--- src/rtl/fetch_pkg.sv ---
// rtl/fetch_pkg.sv - shared types and constants for the instruction-fetch stage
package fetch_pkg;

  localparam int XLEN = 32;

  localparam logic [31:0] NOP_INSTR = 32'h0000_0013;

  typedef logic [1:0] fetch_state_t;

  localparam fetch_state_t ST_REQ  = 2'd0;
  localparam fetch_state_t ST_WAIT = 2'd1;
  localparam fetch_state_t ST_HOLD = 2'd2;
  localparam fetch_state_t ST_DROP = 2'd3;

  typedef struct packed {
    logic [XLEN-1:0] pc;
    logic [XLEN-1:0] pc_plus4;
    logic [31:0]     instr;
  } if_id_t;

  localparam if_id_t IF_ID_RESET = '{pc: '0, pc_plus4: '0, instr: NOP_INSTR};

endpackage

--- src/rtl/if_id_reg.sv ---
// rtl/if_id_reg.sv - payload register with valid flag; load wins over flush
module if_id_reg
  import fetch_pkg::*;
(
  input  logic   clk,
  input  logic   rst,
  input  logic   load,
  input  logic   flush,
  input  if_id_t din,
  output logic   valid,
  output if_id_t q
);

  always_ff @(posedge clk or posedge rst) begin
    if (rst) begin
      valid <= 1'b0;
      q     <= IF_ID_RESET;
    end else if (load) begin
      valid <= 1'b1;
      q     <= din;
    end else if (flush) begin
      valid <= 1'b0;
    end
  end

endmodule

--- src/rtl/fetch_unit.sv ---
// rtl/fetch_unit.sv - RV32 fetch stage: PC, imem handshake, IF/ID + skid; IF_PERF_CNT_EN adds perf counters
module fetch_unit
  import fetch_pkg::*;
#(
  parameter logic [XLEN-1:0] RESET_PC = 32'h0000_0000
) (
  input  logic            clk,
  input  logic            rst,
  output logic            imem_req_valid,
  input  logic            imem_req_ready,
  output logic [XLEN-1:0] imem_req_addr,
  input  logic            imem_rsp_valid,
  input  logic [31:0]     imem_rsp_data,
  input  logic            redirect_valid,
  input  logic [XLEN-1:0] redirect_pc,
  output logic            id_valid,
  input  logic            id_ready,
  output logic [XLEN-1:0] id_pc,
  output logic [XLEN-1:0] id_pc_plus4,
  output logic [31:0]     id_instr
`ifdef IF_PERF_CNT_EN
  ,
  output logic [31:0]     perf_fetched,
  output logic [31:0]     perf_flushes
`endif
);

  fetch_state_t    state_q, state_d;
  logic [XLEN-1:0] pc_q, pc_d, pc_plus4;
  logic            if_id_free;
  logic            out_load, out_flush, skid_load, skid_flush, skid_valid;
  if_id_t          fetch_word, out_din, out_q, skid_q;

  assign pc_plus4   = pc_q + XLEN'(4);
  assign if_id_free = !id_valid || id_ready;

  assign fetch_word.pc       = pc_q;
  assign fetch_word.pc_plus4 = pc_plus4;
  assign fetch_word.instr    = imem_rsp_data;

  // Request side depends only on registered state so memory sees no input-to-output path.
  assign imem_req_valid = (state_q == ST_REQ);
  assign imem_req_addr  = pc_q;

  always_comb begin
    state_d    = state_q;
    pc_d       = pc_q;
    out_din    = fetch_word;
    out_load   = 1'b0;
    out_flush  = id_valid && id_ready;
    skid_load  = 1'b0;
    skid_flush = 1'b0;
    if (redirect_valid) begin
      pc_d       = {redirect_pc[XLEN-1:2], 2'b00};
      out_flush  = 1'b1;
      skid_flush = 1'b1;
      // Go to DROP only if a response is still owed to us after this edge.
      if ((state_q == ST_REQ && imem_req_ready) ||
          ((state_q == ST_WAIT || state_q == ST_DROP) && !imem_rsp_valid))
        state_d = ST_DROP;
      else
        state_d = ST_REQ;
    end else begin
      case (state_q)
        ST_REQ: begin
          if (imem_req_ready)
            state_d = ST_WAIT;
        end
        ST_WAIT: begin
          if (imem_rsp_valid) begin
            pc_d = pc_plus4;
            if (if_id_free) begin
              out_load = 1'b1;
              state_d  = ST_REQ;
            end else begin
              skid_load = 1'b1;
              state_d   = ST_HOLD;
            end
          end
        end
        ST_HOLD: begin
          if (id_ready && skid_valid) begin
            out_din    = skid_q;
            out_load   = 1'b1;
            skid_flush = 1'b1;
            state_d    = ST_REQ;
          end
        end
        ST_DROP: begin
          if (imem_rsp_valid)
            state_d = ST_REQ;
        end
        default: state_d = ST_REQ;
      endcase
    end
  end

  always_ff @(posedge clk or posedge rst) begin
    if (rst) begin
      state_q <= ST_REQ;
      pc_q    <= RESET_PC;
    end else begin
      state_q <= state_d;
      pc_q    <= pc_d;
    end
  end

  if_id_reg u_out (
    .clk   (clk),
    .rst   (rst),
    .load  (out_load),
    .flush (out_flush),
    .din   (out_din),
    .valid (id_valid),
    .q     (out_q)
  );

  if_id_reg u_skid (
    .clk   (clk),
    .rst   (rst),
    .load  (skid_load),
    .flush (skid_flush),
    .din   (fetch_word),
    .valid (skid_valid),
    .q     (skid_q)
  );

  assign id_pc       = out_q.pc;
  assign id_pc_plus4 = out_q.pc_plus4;
  assign id_instr    = out_q.instr;

`ifdef IF_PERF_CNT_EN
  always_ff @(posedge clk or posedge rst) begin
    if (rst) begin
      perf_fetched <= '0;
      perf_flushes <= '0;
    end else begin
      if (id_valid && id_ready)
        perf_fetched <= perf_fetched + 32'd1;
      if (redirect_valid)
        perf_flushes <= perf_flushes + 32'd1;
    end
  end
`endif

endmodule
--- config.mk ---
export PLATFORM = sky130hd
export DESIGN_NAME = fetch_unit
export DESIGN_NICKNAME = d
export VERILOG_FILES = /design/src/rtl/fetch_pkg.sv /design/src/rtl/if_id_reg.sv /design/src/rtl/fetch_unit.sv
export SDC_FILE = /design/constraint.sdc
export NUM_CORES = 1
export LEC_CHECK = 0
export ABC_AREA = 1
export BUFFER_PORTS_ARGS = -buffer_cell sky130_fd_sc_hd__buf_2
export CAP_MARGIN = 20
export CORE_MARGIN = 4
export CORE_UTILIZATION = 40
export DETAILED_ROUTE_END_ITERATION = 6
export PLACE_DENSITY_LB_ADDON = 0.05
export SLEW_MARGIN = 20
export SYNTH_ARGS = -nofsm -noshare
export SYNTH_HDL_FRONTEND = slang
export SYNTH_HIERARCHICAL = 1
export SYNTH_SLANG_ARGS = --single-unit
--- constraint.sdc ---
create_clock -name clk -period 5.2 [get_ports clk]
set_clock_uncertainty 0.15 [all_clocks]
set_input_delay 0.78 -clock clk [delete_from_list [all_inputs] [get_ports clk]]
set_output_delay 0.78 -clock clk [all_outputs]
set_load 0.005 [all_outputs]
Yosys cells after proc, flatten, opt, wreduce, memory -nomap -nowiden:

Cells that the tools add are included.

* bits in registers: 228
* output and inout port bits: 130
* bits of input ports: 70

* mux-type cells: 30
* equal/unequal tests: 7
* add/subtract/negate cells: 1
* reductions and logical operators: 16

Operators with widths (number)
* $mux 96: 3
* $mux 32: 3
* $add 32x3->32 const B: 1
* $mux 1: 15
* $mux 2: 7
* $ne 3x3->1 const B: 3
* $pmux 2 s4: 1
* $reduce_bool 2->1: 4
* $eq 2x2->1 const B: 2
* $logic_and 1x1->1: 4
* $reduce_and 4->1: 1
* $logic_or 1x1->1: 3
* $ne 3x1->1 const B: 1
* $eq 2x1->1 const B: 1
* $logic_not 1->1: 2
* $logic_not 2->1: 1
* $pmux 1 s2: 1
* $reduce_and 2->1: 1

Depth between registers and ports, before layout:

Gate-level depths: netlist (run 1).

* word-level depth: 7
* gate-level depth with buffers: 13
* depth with buffers taken out: 12

Modules after synthesis:

Netlist (run 1), hierarchy kept.

By module, submodules not included
* if_id_reg: cells each 411, area each 3677.3 um^2, instances 2
* fetch_unit: cells each 676, area each 3683.5 um^2, instances 1

Worst setup path before layout (run 1):

OpenSTA, ideal clock, no wires.

* path type: input-to-reg
* start: input port redirect_valid
* end: register u_out/q[52] (netlist name)
* setup time: 116 ps
* arrival: 2108 ps
* buffers on the path: 5
* stages: 11
* setup slack: 2825 ps
* path through: buf_2 nor3_4 inv_2 clkbuf_1 a21boi_0 buf_4 inv_4 buf_6 buf_6 nand2_1 nand2_1

* longest elaborated chain between the ends: 1

Ends and longest elaborated chain
* from (decl): RTL line fetch_unit.sv:14 `input logic redirect_valid,`
* $mux 1: RTL line fetch_unit.sv:53 `if (redirect_valid) begin`
* net out_load: RTL line fetch_unit.sv:31 `logic out_load, out_flush, skid_load, skid_flush, skid_valid;`
* to (signal assigned): RTL line if_id_reg.sv:20 `q <= din;`
* to (decl): RTL line if_id_reg.sv:11 `output if_id_t q`

The timed path passes the listed nets, and every way through them passes these cells.
A chain may end at the register's enable or synchronous reset.

Final worst setup path (run 1):

* start: register state_q[1]
* end: register u_out/q[13] (netlist name)

* longest elaborated chain between the ends: 3

Ends and longest elaborated chain
* from (decl): RTL line fetch_unit.sv:28 `fetch_state_t state_q, state_d;`
* from (signal assigned): RTL line fetch_unit.sv:103 `state_q <= state_d;`
* $eq 2x2->1 or $eq 2x1->1 (tied branches): RTL line fetch_unit.sv:64 `case (state_q)`
* $pmux 1 s2 *: RTL line fetch_unit.sv:64
* $mux 1 *: RTL line fetch_unit.sv:53
* net out_load: RTL line fetch_unit.sv:31

The timed path passes the listed nets; every way through them passes the cells marked *.

==> results of run 1 <==
## layout make-up
cell class | count | share of cell area, %
Multi-Input combinational cell | 1130 | 36.0
Timing Repair Buffer | 206 | 8.13
Clock buffer | 40 | 6.08
Sequential cell | 226 | 43.4
Tap cell | 341 | 3.27
Inverter | 74 | 2.24
Clock inverter | 9 | 0.920
## sequential cells by signal (all words and copies together), names as in the netlist
signal         cells
state_q            2
u_skid/valid       1
imem_req_addr     30
u_skid/q          96
u_out/q           96
u_out/valid        1
## cells by family after synthesis
| family | synth area share (%) |
|---|---|
| flops | 51.3 |
| other cells | 0.0340 |
| buf+inv | 6.45 |
| compound gates | 3.33 |
| fa+ha+maj | 0.680 |
| simple gates | 36.5 |
| xor+xnor | 1.73 |
## power groups by stage
stage / logic [W] / clock network (W) / registers [W]
global placement: 0.00146 / 0 / 0.00269
floorplan: 0.000801 / 0 / 0.00268
finish: 0.00146 / 0.00194 / 0.00268
CTS: 0.00149 / 0.00200 / 0.00268
global route: 0.00169 / 0.00207 / 0.00276
detailed placement: 0.00149 / 0 / 0.00271
## metal layers
| metal | up-vias | GRT usage, % | routed length, um |
|---|---|---|---|
| li1 | 4829 | - | - |
| met5 | - | 0 | 0 |
| met2 | 237 | 32.7 | 13900 |
| met1 | 4326 | 30.5 | 15600 |
| met4 | 0 | 4.16 | 485 |
| met3 | 38 | 3.24 | 1520 |
## worst paths after layout
kind	to	slack, ns	depth (start not counted)
worst max-delay path	u_out/q[13]	1.98	11
worst min-delay path	u_out/valid	0.24	2
worst max register to register	u_out/q[13]	1.98	11
worst min register to register	u_out/q[8]	0.31	2
max in group asynchronous	u_skid/q[40]	3.51	3
min in group clk	u_out/q[8]	0.31	2
## metrics by stage
step           area [um^2]  std cells  setup WS (ns)  total power, W
2_1_floorplan        11100       1503           1.74         0.00348
3_3_place_gp         12100       1977           1.60         0.00415
3_5_place_dp         12100       1977           1.53         0.00420
4_1_cts              13100       2026           1.95         0.00618
5_1_grt              13100       2026           1.70         0.00653
6_report             13100       2026           1.98         0.00607
## layout by cell type, fill, tap and decap left out, types with 2 or more instances in the layout
master     count
clkbuf_8       7
nand3_1       14
and2_1         2
buf_2        195
dfstp_2        6
bufinv_16      3
xor2_2         8
clkbuf_16     27
o211ai_1       9
nor2_2         3
xor2_1         6
nand2_2        2
buf_4         10
dfrtp_1      220
inv_4          2
nor2_1        34
ha_1           6
nand2_1      975
clkbuf_1       6
inv_6          2
o21ai_0       39
inv_2          4
clkinv_2       6
a22o_1         8
nor2_4         9
conb_1         6
clkinv_1       2
inv_1         64
## Yosys cell counts
cell type / number
a21boi_0: 1
a21oi_1: 1
a22o_1: 8
and2_1: 2
buf_1: 3
buf_2: 40
buf_4: 8
buf_6: 10
clkbuf_1: 12
clkinv_1: 2
conb_1: 1
dfrtp_1: 220
dfstp_2: 6
ha_1: 6
inv_1: 66
inv_2: 4
inv_4: 2
nand2_1: 975
nand2_2: 2
nand2_4: 1
nand3_1: 14
nor2_1: 36
nor2_2: 2
nor2_4: 8
nor3_1: 1
nor3_4: 1
o211ai_1: 9
o21ai_0: 39
o21bai_1: 1
o221ai_1: 1
o22ai_1: 1
xnor2_1: 1
xor2_1: 6
xor2_2: 8
## critical path: cells and delay by family (launching register included)
family	cells	cell delay, ns
compound gates	1	0.23
fa+ha+maj	1	0.22
buf+inv	4	1.56
flops	1	0.40
simple gates	5	0.56
==> impl_metrics.toml, run 1 <==
[status]
status = "completed"

[cells_and_area]
fill_cells = 2796
postLayoutCoreUtil_pct = 48.3
seqCellArea_um2 = 5660
fin_nets = 1741
drive_above_1_share_pct = 17.1
antenna_cells = 0
syn_to_final_growth_pct = 18.3
multiInputGateArea_um2 = 4700

[clock_network]
htreeDepth = 1
clk_pin_slew_ns = 0.06
root_buffer = "clkbuf_16"
cts_resized = 0
clk_latency_ns = 0.52
cts_tree = "done"
clock_path_buffers = 3
postCtsSetupBuffers = 0
cts-buffers-inserted = 27
cts.sinks = 226
ctsHoldBuffers = 0

[setup_path]
startpoint_type = "flip-flop"
reg2reg_from = "state_q[1]"
cp_slowest_stage_delay_ns = 0.64
crit_top_cell = "nand2_1"
cp_max_fo = 60
cp-end-kind = "flip-flop"
worst-endpoint-arrival_ns = 3.53
cp_cell_sequence = "inv_1 > ha_1 > nand2_1 > nor2_2 > buf_4 > nand2_1 > a21boi_4 > buf_4 > buf_4 > nand2_1 > nand2_1"
slowest_stage = "buf_4"
crit_start = "state_q[1]"
worst-setup-path-type = "reg -> reg"
required_ns = 5.51

[detailed_routing]
drtIter0Drc = 684
first_pass_iters = 5
wirelength_um = 31500
wire_per_inst_um = 15.5
vias = 9430
drc = 0
vias_per_cell = 4.65
ant_nets = 0

[logic_synthesis]
synth_area_per_cell_um2 = 7.37
ys_top_cells_by_area = "dfrtp_1, nand2_1, inv_1"
ys_ff_latch = 226
ys_types = 34
synth_top_area_share_pct = 49.9
seq_area_frac_synth_pct = 51.3
syn_inst = 1498
ys_warn_count = 6
synth_top_area_cell = "dfrtp_1"
synth_area_um2 = 11000

[die]
die_h_um = 174
rows = 60
initial_core_util_pct = 40.8
dieArea_um2 = 30300
die_w_um = 174
core_um2 = 27000
io_pins = 200

[place]
io_buffers = 195
dp_hpwl_um = 19900
place_congestion = 0.835

[power]
p_leak_nw = 7.50
powerDensity_nw_per_um2 = 465
p_switching_w = 0.00195
swShare_pct = 32.2
power_frac_comb_pct = 24.0
ir_drop_mv = 0.215
p_clk_share_pct = 32.0
p_int_w = 0.00412
p_seq_share_pct = 44.1

[sta]
finalSetupViolations = 0
tns_ns = 0
maxSlewHeadroom_pct = 36.5
slew_violations = 0
timing.hold.ws_ns = 0.242
period_needed_ns = 3.22
hold_violations = 0
rsz0062_at_grt = "no"
clock.fmax_mhz = 310
tightestPinTransition_ns = 0.953
fin_crit_sh_pct = 61.9

[hold_path]
hp-class = "in -> async"

[global_route]
grt_overflow = 0
grt_max_degree = 98
grtUsageTotal_pct = 20.7
grt_pass1_vias = 9328
antenna_found_initial = 0
grt_first_pass_wirelength_um = 51800

[job]
cap_violations = 0
(Power assumes the default switching activity.)
==> run 2, diff against run 1 <==
clock period = 3.25 ns   (was 5.2 ns; I/O delays follow)
==> impl_metrics.toml, run 2 (synthesis results as in run 1) <==
[die]
die_h_um = 174
die_w_um = 174
rows = 60
initial_core_util_pct = 40.8
dieArea_um2 = 30300
core_um2 = 27000
io_pins = 200

[detailed_routing]
first_pass_iters = 5
wirelength_um = 31400
vias_per_cell = 4.70
drc = 0
ant_nets = 0
vias = 9501
drtIter0Drc = 647
wire_per_inst_um = 15.5

[sta]
fin_crit_sh_pct = 72.9
clock.fmax_mhz = 422
setup_slack_ns = 0.880
maxSlewHeadroom_pct = 47.3
finalSetupViolations = 0
rsz0062_at_grt = "no"
timing.hold.ws_ns = 0.0334
tns_ns = 0
hold_violations = 0
period_needed_ns = 2.37
tightestPinTransition_ns = 0.791
slew_violations = 0

[cells_and_area]
design_area_um2 = 13100
syn_to_final_growth_pct = 18.5
layout_commonest_cell = "nand2_1"
drive_above_1_share_pct = 16.9
fill_cells = 2771
fin_nets = 1745
final_cell_mix = "nand2_1, dfrtp_1, buf_2"
seqCellArea_um2 = 5660
multiInputGateArea_um2 = 4700
antenna_cells = 0

[power]
finalPower_w = 0.00945
p_clk_share_pct = 29.9
ir_drop_mv = 0.392
power_frac_comb_pct = 24.8
p_leak_nw = 7.50
p_int_w = 0.00638
powerDensity_nw_per_um2 = 722
p_seq_share_pct = 45.3
swShare_pct = 32.4
p_switching_w = 0.00306

[status]
status = "completed"

[global_route]
grt_first_pass_wirelength_um = 51600
grtUsageTotal_pct = 20.7
grt_max_degree = 114
antenna_found_initial = 0
grt_pass1_vias = 9299
grt_overflow = 0

[clock_network]
root_buffer = "clkbuf_16"
clock_path_buffers = 3
clk_pin_slew_ns = 0.06
cts_tree = "done"
cts-buffers-inserted = 27
htreeDepth = 1
cts.sinks = 226
clk_latency_ns = 0.52

[setup_path]
slowest_stage = "buf_12"
required_ns = 3.56
cp_max_fo = 96
cp_slowest_stage_delay_ns = 0.44
crit_family = "simple AND/OR/NAND/NOR gates"
cp_cell_sequence = "inv_1 > ha_1 > nand2_1 > nor2_2 > nand2_1 > a21boi_4 > buf_12 > nand2_1 > nand2_1"
startpoint_type = "flip-flop"
worst-setup-path-type = "reg -> reg"
worst-endpoint-arrival_ns = 2.68
cp-end-kind = "flip-flop"
crit_buf_inv = 2
crit_top_cell = "nand2_1"

[place]
place_congestion = 0.822
io_buffers = 195
dp_hpwl_um = 19900
post-place-ws_ns = 0.844
placed_area_um2 = 12200

[hold_path]
hp-class = "in -> reg"

[job]
cap_violations = 0
-- run 2: cell count changes in the layout (fill, tap and decap cells not counted), sizes merged --
cell	delta
buf	+3
bufinv	-3
dlygate4sd3	+1
clkbuf	+1
clkinv	-5
-- run 2: layout make-up --
class	instances	share of cell area, %
Clock buffer	41	6.25
Clock inverter	1	0.0382
Inverter	74	2.22
Multi-Input combinational cell	1130	35.9
Sequential cell	226	43.3
Tap cell	341	3.26
Timing Repair Buffer	210	9.01
-- run 2: worst reg2reg max path, cell delays in order (launching register included) --
cell and delay [ns]:
dfrtp_1 0.41, inv_1 0.14, ha_1 0.23, nand2_1 0.12
nor2_2 0.13, nand2_1 0.10, a21boi_4 0.25, buf_12 0.44
nand2_1 0.23, nand2_1 0.11
-- run 2: routing by layer --
| layer | up-vias | track usage, % | wire length, um |
|---|---|---|---|
| met5 | - | 0 | 0 |
| met4 | 0 | 3.56 | 467 |
| met3 | 33 | 3.24 | 1830 |
| met2 | 251 | 32.4 | 13800 |
| met1 | 4386 | 31.0 | 15300 |
| li1 | 4831 | - | - |
-- run 2: stage by stage --
step	util [%]	instances
6_report	48.4	2023
5_1_grt	48.4	2023
4_1_cts	48.4	2023
3_5_place_dp	45.3	1980
3_3_place_gp	45.3	1980
2_1_floorplan	-	1503
-- run 2: power groups by stage --
stage	Combinational [W]	Clock, W	Sequential (W)
final	0.00235	0.00282	0.00428
after global routing	0.00272	0.00303	0.00441
after CTS	0.00239	0.00291	0.00429
after detailed placement	0.00238	0	0.00433
after global placement	0.00235	0	0.00431
after floorplan	0.00128	0	0.00429
-- run 2: what timing repair did --
| item | in CTS | in global routing |
|---|---|---|
| hold buffers | 1 | 0 |
| hold endpoints to repair | 111 | 0 |
| resized for setup | 0 | 0 |
| buffers inserted | 0 | 0 |
-- run 2: path summary, 6_finish.rpt --
kind / start / to / slack, ns / cells after the start
worst max-delay path: state_q[1] / u_out/q[54] / 0.88 / 9
worst min-delay path: imem_rsp_data[4] / u_skid/q[4] / 0.03 / 3
worst max register to register: state_q[1] / u_out/q[54] / 0.88 / 9
worst min register to register: u_out/q[12] / u_out/q[12] / 0.31 / 2
max in group asynchronous: rst / u_skid/q[64] / 1.65 / 4
min in group asynchronous: rst / u_skid/valid / 0.47 / 3
